### config.mk
export PLATFORM = sky130hd
export DESIGN_NAME = pq_batch_sort_initiator
export DESIGN_NICKNAME = d
export VERILOG_FILES = /design/src/rtl/pq_pkg.sv /design/src/rtl/pq_sort_out_reg.sv /design/src/rtl/pq_batch_sort_initiator.sv
export SDC_FILE = /design/constraint.sdc
export NUM_CORES = 1
export LEC_CHECK = 0
export ABC_AREA = 1
export CAP_MARGIN = 20
export CORE_UTILIZATION = 43
export DETAILED_ROUTE_END_ITERATION = 10
export GPL_TIMING_DRIVEN = 0
export PLACE_DENSITY = 0.85
export SKIP_LAST_GASP = 1
export SYNTH_ARGS = -nofsm -noshare
export SYNTH_HDL_FRONTEND = slang
export SYNTH_SLANG_ARGS = --single-unit
### constraint.sdc
create_clock -name clk -period 3.8 [get_ports clk]
set_input_delay 0.95 -clock clk [delete_from_list [all_inputs] [get_ports clk]]
set_output_delay 0.95 -clock clk [all_outputs]
set_load 0.01 [all_outputs]
### src/rtl/pq_pkg.sv
// Shared definitions for the max priority queue and its clients:
// op encodings on the queue interface and the batch-sort client state.
package pq_pkg;

    localparam logic [1:0] PQ_OP_NOP  = 2'b00;
    localparam logic [1:0] PQ_OP_PUSH = 2'b01;
    localparam logic [1:0] PQ_OP_POP  = 2'b10;
    localparam logic [1:0] PQ_OP_TOP  = 2'b11;

    typedef enum logic [0:0] {
        FILL  = 1'b0,
        DRAIN = 1'b1
    } pq_state_t;

endpackage

### src/rtl/pq_sort_out_reg.sv
// One-entry registered output stage with valid/ready semantics.
// A load takes priority over a consume, so back-to-back beats need no bubble.
module pq_sort_out_reg #(
    parameter int DATA_WIDTH = 8
) (
    input  logic                  clk,
    input  logic                  reset,
    input  logic                  load,
    input  logic [DATA_WIDTH-1:0] load_data,
    input  logic                  load_last,
    input  logic                  consume,
    output logic [DATA_WIDTH-1:0] out_data,
    output logic                  out_valid,
    output logic                  out_last
);

    // NOTE: sequential state uses non-blocking assignments only, so every
    // register sees pre-edge values regardless of process ordering.
    // NOTE: the data register is reset too, so no stale value from an
    // interrupted batch is ever visible on the output after reset.
    always_ff @(posedge clk) begin
        if (reset) begin
            out_data  <= '0;
            out_valid <= 1'b0;
            out_last  <= 1'b0;
        end else if (load) begin
            out_data  <= load_data;
            out_valid <= 1'b1;
            out_last  <= load_last;
        end else if (consume) begin
            out_valid <= 1'b0;
            out_last  <= 1'b0;
        end
    end

endmodule

### src/rtl/pq_batch_sort_initiator.sv
// Batch sorter built on an external max priority queue: PUSHes a batch in,
// then POPs it out in descending order with m_last on the final value.
module pq_batch_sort_initiator
    import pq_pkg::*;
#(
    parameter int DATA_WIDTH = 8,
    parameter int PQ_DEPTH   = 8,
    parameter int CNT_WIDTH  = $clog2(PQ_DEPTH + 1)
) (
    input  logic                  clk,
    input  logic                  reset,
    input  logic [DATA_WIDTH-1:0] s_data,
    input  logic                  s_valid,
    input  logic                  s_last,
    output logic                  s_ready,
    output logic [1:0]            pq_op,
    output logic [DATA_WIDTH-1:0] pq_data,
    output logic                  pq_push_valid,
    input  logic                  pq_full_n,
    input  logic [DATA_WIDTH-1:0] pq_max,
    input  logic                  pq_max_valid,
    output logic                  pq_pop_ready,
    output logic [DATA_WIDTH-1:0] m_data,
    output logic                  m_valid,
    output logic                  m_last,
    input  logic                  m_ready,
    output logic                  err_underflow
);

    pq_state_t            state_q, state_d;
    logic [CNT_WIDTH-1:0] count_q;
    logic                 count_zero;
    logic                 out_free;
    logic                 push_acc;
    logic                 pop_en;
    logic                 underflow;
    logic                 batch_full;

    assign count_zero = (count_q == '0);
    assign out_free   = !m_valid || m_ready;
    assign push_acc   = (state_q == FILL) && s_valid && s_ready;
    assign batch_full = (count_q == CNT_WIDTH'(PQ_DEPTH - 1));
    assign pop_en     = (state_q == DRAIN) && !count_zero && out_free && pq_max_valid;
    // The queue ran dry while values were still owed: abandon the batch.
    assign underflow  = (state_q == DRAIN) && !count_zero && !pq_max_valid;
    assign pq_data    = s_data;

    always_ff @(posedge clk) begin
        if (reset) begin
            state_q <= FILL;
        end else begin
            state_q <= state_d;
        end
    end

    // NOTE: every combinational output gets a default before the case, so no
    // path leaves a signal unassigned and no latch is inferred.
    always_comb begin
        state_d = state_q;
        case (state_q)
            FILL: begin
                if (push_acc && (s_last || batch_full)) begin
                    state_d = DRAIN;
                end
            end
            DRAIN: begin
                if (count_zero && out_free) begin
                    state_d = FILL;
                end
            end
            default: state_d = FILL;
        endcase
    end

    always_comb begin
        s_ready       = 1'b0;
        pq_op         = PQ_OP_NOP;
        pq_push_valid = 1'b0;
        pq_pop_ready  = 1'b0;
        if (!reset) begin
            case (state_q)
                FILL: begin
                    s_ready       = pq_full_n;
                    pq_push_valid = s_valid;
                    pq_op         = s_valid ? PQ_OP_PUSH : PQ_OP_NOP;
                end
                DRAIN: begin
                    pq_op        = PQ_OP_POP;
                    pq_pop_ready = pop_en;
                end
                default: ;
            endcase
        end
    end

    always_ff @(posedge clk) begin
        if (reset) begin
            count_q <= '0;
        end else if (push_acc) begin
            count_q <= count_q + CNT_WIDTH'(1);
        end else if (underflow) begin
            count_q <= '0;
        end else if (pop_en) begin
            count_q <= count_q - CNT_WIDTH'(1);
        end
    end

    always_ff @(posedge clk) begin
        if (reset) begin
            err_underflow <= 1'b0;
        end else if (underflow) begin
            err_underflow <= 1'b1;
        end
    end

    pq_sort_out_reg #(
        .DATA_WIDTH (DATA_WIDTH)
    ) u_out (
        .clk       (clk),
        .reset     (reset),
        .load      (pop_en),
        .load_data (pq_max),
        .load_last (count_q == CNT_WIDTH'(1)),
        .consume   (m_valid && m_ready),
        .out_data  (m_data),
        .out_valid (m_valid),
        .out_last  (m_last)
    );

endmodule

==> results.sh <==
export IMPL_cp_end_kind="output port"
export IMPL_maxCapViolCount=0
export IMPL_cts_sinks=16
export IMPL_switching_share=0.2715
export IMPL_setup_tns_ns=0
export IMPL_drtIter0Drc=10
export IMPL_vias=964
export IMPL_synth_distinct_cells=23
export IMPL_fin_nets=201
export IMPL_first_global_vias=885
export IMPL_fin_worst_skew_ns=0.002518
export IMPL_power_mw=0.3815
export IMPL_p_per_area_nw_per_um2=272.5
export IMPL_power_switching_mw=0.1036
export IMPL_multi_input_area_um2=471.7
export IMPL_yosysWarnings=0
export IMPL_yosys_top_cells_area="dfxtp_1 33%, nand2_1 13%, buf_4 7.0%, a21oi_1 6.3%, nor2_1 6.3%"
export IMPL_cts_resized=0
export IMPL_grt_antenna_before_repair=0
export IMPL_drive_gt1_frac=0.1792
export IMPL_start_kind="input pin"
export IMPL_ys_ff_latch=16
export IMPL_combPwrFrac=0.229
export IMPL_die_h_um=49.24
export IMPL_syn_nets=159
export IMPL_cts_buffer_depth=2
export IMPL_grt_total_usage=0.1965
export IMPL_initial_core_util=0.4746
export IMPL_pwr_share_seq=0.462
export IMPL_synth_seq_area_share=0.3338
export IMPL_synth_top_area_cell="dfxtp_1"
export IMPL_insertion_delay_ns=0.30
export IMPL_synth_edf_count=0
export IMPL_ys_async_sr_fraction=0
export IMPL_reg2reg_to="u_out.out_last"
export IMPL_slowest_delay_ns=0.54
export IMPL_setup_viol=0
export IMPL_crit_slowest_cell="clkdlybuf4s50_1"
export IMPL_min_path_type="reg -> reg"
export IMPL_cts_hold_buf=0
export IMPL_area_growth_pct=45.89
export IMPL_final_cell_area_um2=1400
export IMPL_relSlewSlack=0.7193
export IMPL_ys_top_cells_by_count="32 x nand2_1, 16 x dfxtp_1, 16 x nor2_1, 12 x a21oi_1, 11 x nand3_1"
export IMPL_worstPathArrival_ns=2.62
export IMPL_synth_area_per_cell_um2=7.270
export IMPL_period_share=0.9399
export IMPL_critPathRequiredTime_ns=2.85
export IMPL_avgRoutedWirePerCell_um=11.11
export IMPL_place_hpwl_um=1732
export IMPL_tritoncts="done"
export IMPL_firstDrtPassIters=4
export IMPL_critPathLaunch="m_ready"
export IMPL_remaining_drc_errors=0
export IMPL_p_leak_nw=0.5927
export IMPL_clkPwrFrac=0.308
export IMPL_reg2reg_slack_ns=2.21
export IMPL_hold_viol_final=0
export IMPL_drt_wl_total_um=2221
export IMPL_register_area_um2=320.3
export IMPL_reg2reg_depth=7
export IMPL_postLayoutCoreUtil=0.6925
export IMPL_maxSlewViolCount=0
export IMPL_htree_levels=1
export IMPL_cp_cell_sequence="clkdlybuf4s50_1 -> inv_1 -> nand2_1 -> nand4_4 -> buf_6 -> nor2_1 -> clkdlybuf4s50_1"
export IMPL_cts_setup_buffers=0
export IMPL_clk_pin_slew_ns=0.10
export IMPL_place_congestion=0.8169
export IMPL_min_period_ns=3.572
export IMPL_status="finished, final reports clean"
export IMPL_reg2reg_from="count_q[0]"
export IMPL_internal_power_mw=0.2779
export IMPL_ir_worst_vdd_v=0.0001849
export IMPL_synth_main_ff_cell="dfxtp_1"
export IMPL_yosys_cell_count_top_type="nand2_1"
export IMPL_holdPathStages=2
export IMPL_die_w_um=49.24
export IMPL_grt_max_degree=11
export IMPL_rsz0062_at_grt="false"
export IMPL_coreArea_um2=2022
export IMPL_synth_area_um2=959.7
export IMPL_cp_max_fo=10
export IMPL_cts_root_buffer="clkbuf_4"
export IMPL_min_from="err_underflow"
export IMPL_min_to="err_underflow"
export IMPL_die_area_um2=2425
export IMPL_antenna_left=0
export IMPL_numCtsBuffers=3
export IMPL_dpl_cell_area_um2=1364
export IMPL_io_buffer_count=37
export IMPL_antenna_cells=0
export IMPL_crit_top_cell="clkdlybuf4s50_1"
export IMPL_num_io_pins=47
export IMPL_avgViaCountPerCell=4.820
export IMPL_num_rows=16
export IMPL_tightest_slew_ns=0.4211
export IMPL_synth_top_cell_area_share=0.3338
export IMPL_gr_total_overflow=0
export IMPL_netlist_instances=132
export IMPL_max_freq_mhz=280.0
export IMPL_grt_pass1_wl_um=3663
export IMPL_fill_cells=169
export IMPL_path_class="in -> out"
cell families after synthesis:
logic type | count (synthesis) | synth area share
buffers and inverters | 27 | 0.1747
xor gates and xnor gates | 1 | 0.009128
AOI/OAI and AO/OA | 14 | 0.07300
and+or+nand+nor | 70 | 0.3572
DFF | 16 | 0.3338
adders and majority gates | 4 | 0.05215
how the worst max path moves through the flow:
stage	endpoint	slack [ns]
2_1_floorplan	pq_op[0]	1.21
3_3_place_gp	pq_pop_ready	0.26
3_5_place_dp	pq_pop_ready	0.22
4_1_cts	pq_pop_ready	0.23
5_1_grt	pq_pop_ready	0.12
6_report	pq_pop_ready	0.23
routing by layer:
metal	wire length, um	vias to the layer above	track usage	part of all wire
met2	1055	43	0.3425	0.48
met1	968	432	0.2239	0.44
li1	-	482	-	-
met5	0	-	0	0
met3	134	7	0.03115	0.060
met4	63	0	0.1127	0.028
power groups by stage:
stage / logic [mW] / clock network, mW / registers [mW]
detailed placement: 0.0874 / 0 / 0.180
floorplan: 0.0526 / 0 / 0.179
finish: 0.0876 / 0.118 / 0.176
global route: 0.0959 / 0.128 / 0.177
global placement: 0.0853 / 0 / 0.180
CTS: 0.0878 / 0.122 / 0.176
cell usage in the layout (no fill, tap or decap):
cell type        Yosys  layout
nand2_2              3       3
clkdlybuf4s50_1      0      37
dfxtp_1             16      16
inv_2                2       2
nor2_1              16      16
xor2_1               1       1
clkbuf_4             0       3
nand2_4              1       1
inv_1                9       9
ha_1                 4       4
nand2_1             32      32
inv_4                2       2
clkbuf_1             1       1
o21ai_1              1       1
clkinv_4             1       1
nand3_1             11      11
clkbuf_8             0       1
o21ai_0              1       1
nor2_4               3       3
or2_2                1       1
a21oi_1             12      12
nand3_2              1       1
nand4_4              1       1
buf_6                3       3
buf_4                9       9
nand4_1              1       1
critical path: cells and delay by family:
kind                   cells  cell delay [ns]
AND/OR/NAND/NOR            3             0.41
buffers and inverters      4             1.26
area by class of cell:
cell class / instances / area share
clock buffer: 4 / 0.02592
timing repair buffer: 37 / 0.2645
buffer: 13 / 0.07507
tap: 27 / 0.02413
multi-input combinational: 89 / 0.3369
sequential: 16 / 0.2288
inverter: 14 / 0.04468
per-stage QoR:
| step | std cells | hold WS (ns) | worst slack [ns] |
|---|---|---|---|
| detailed placement | 196 | 0.4425 | 0.2199 |
| finish | 200 | 0.4570 | 0.2285 |
| global placement | 196 | 0.4375 | 0.2578 |
| CTS | 200 | 0.4578 | 0.2255 |
| floorplan | 132 | 0.4715 | 1.208 |
| global route | 200 | 0.4885 | 0.1164 |
state kept, by name, summed over array words and instances, names as in the netlist:
name             flops
count_q              4
err_underflow        1
state_q              1
u_out.out_data       8
u_out.out_last       1
u_out.out_valid      1
(Power assumes the default switching activity.)
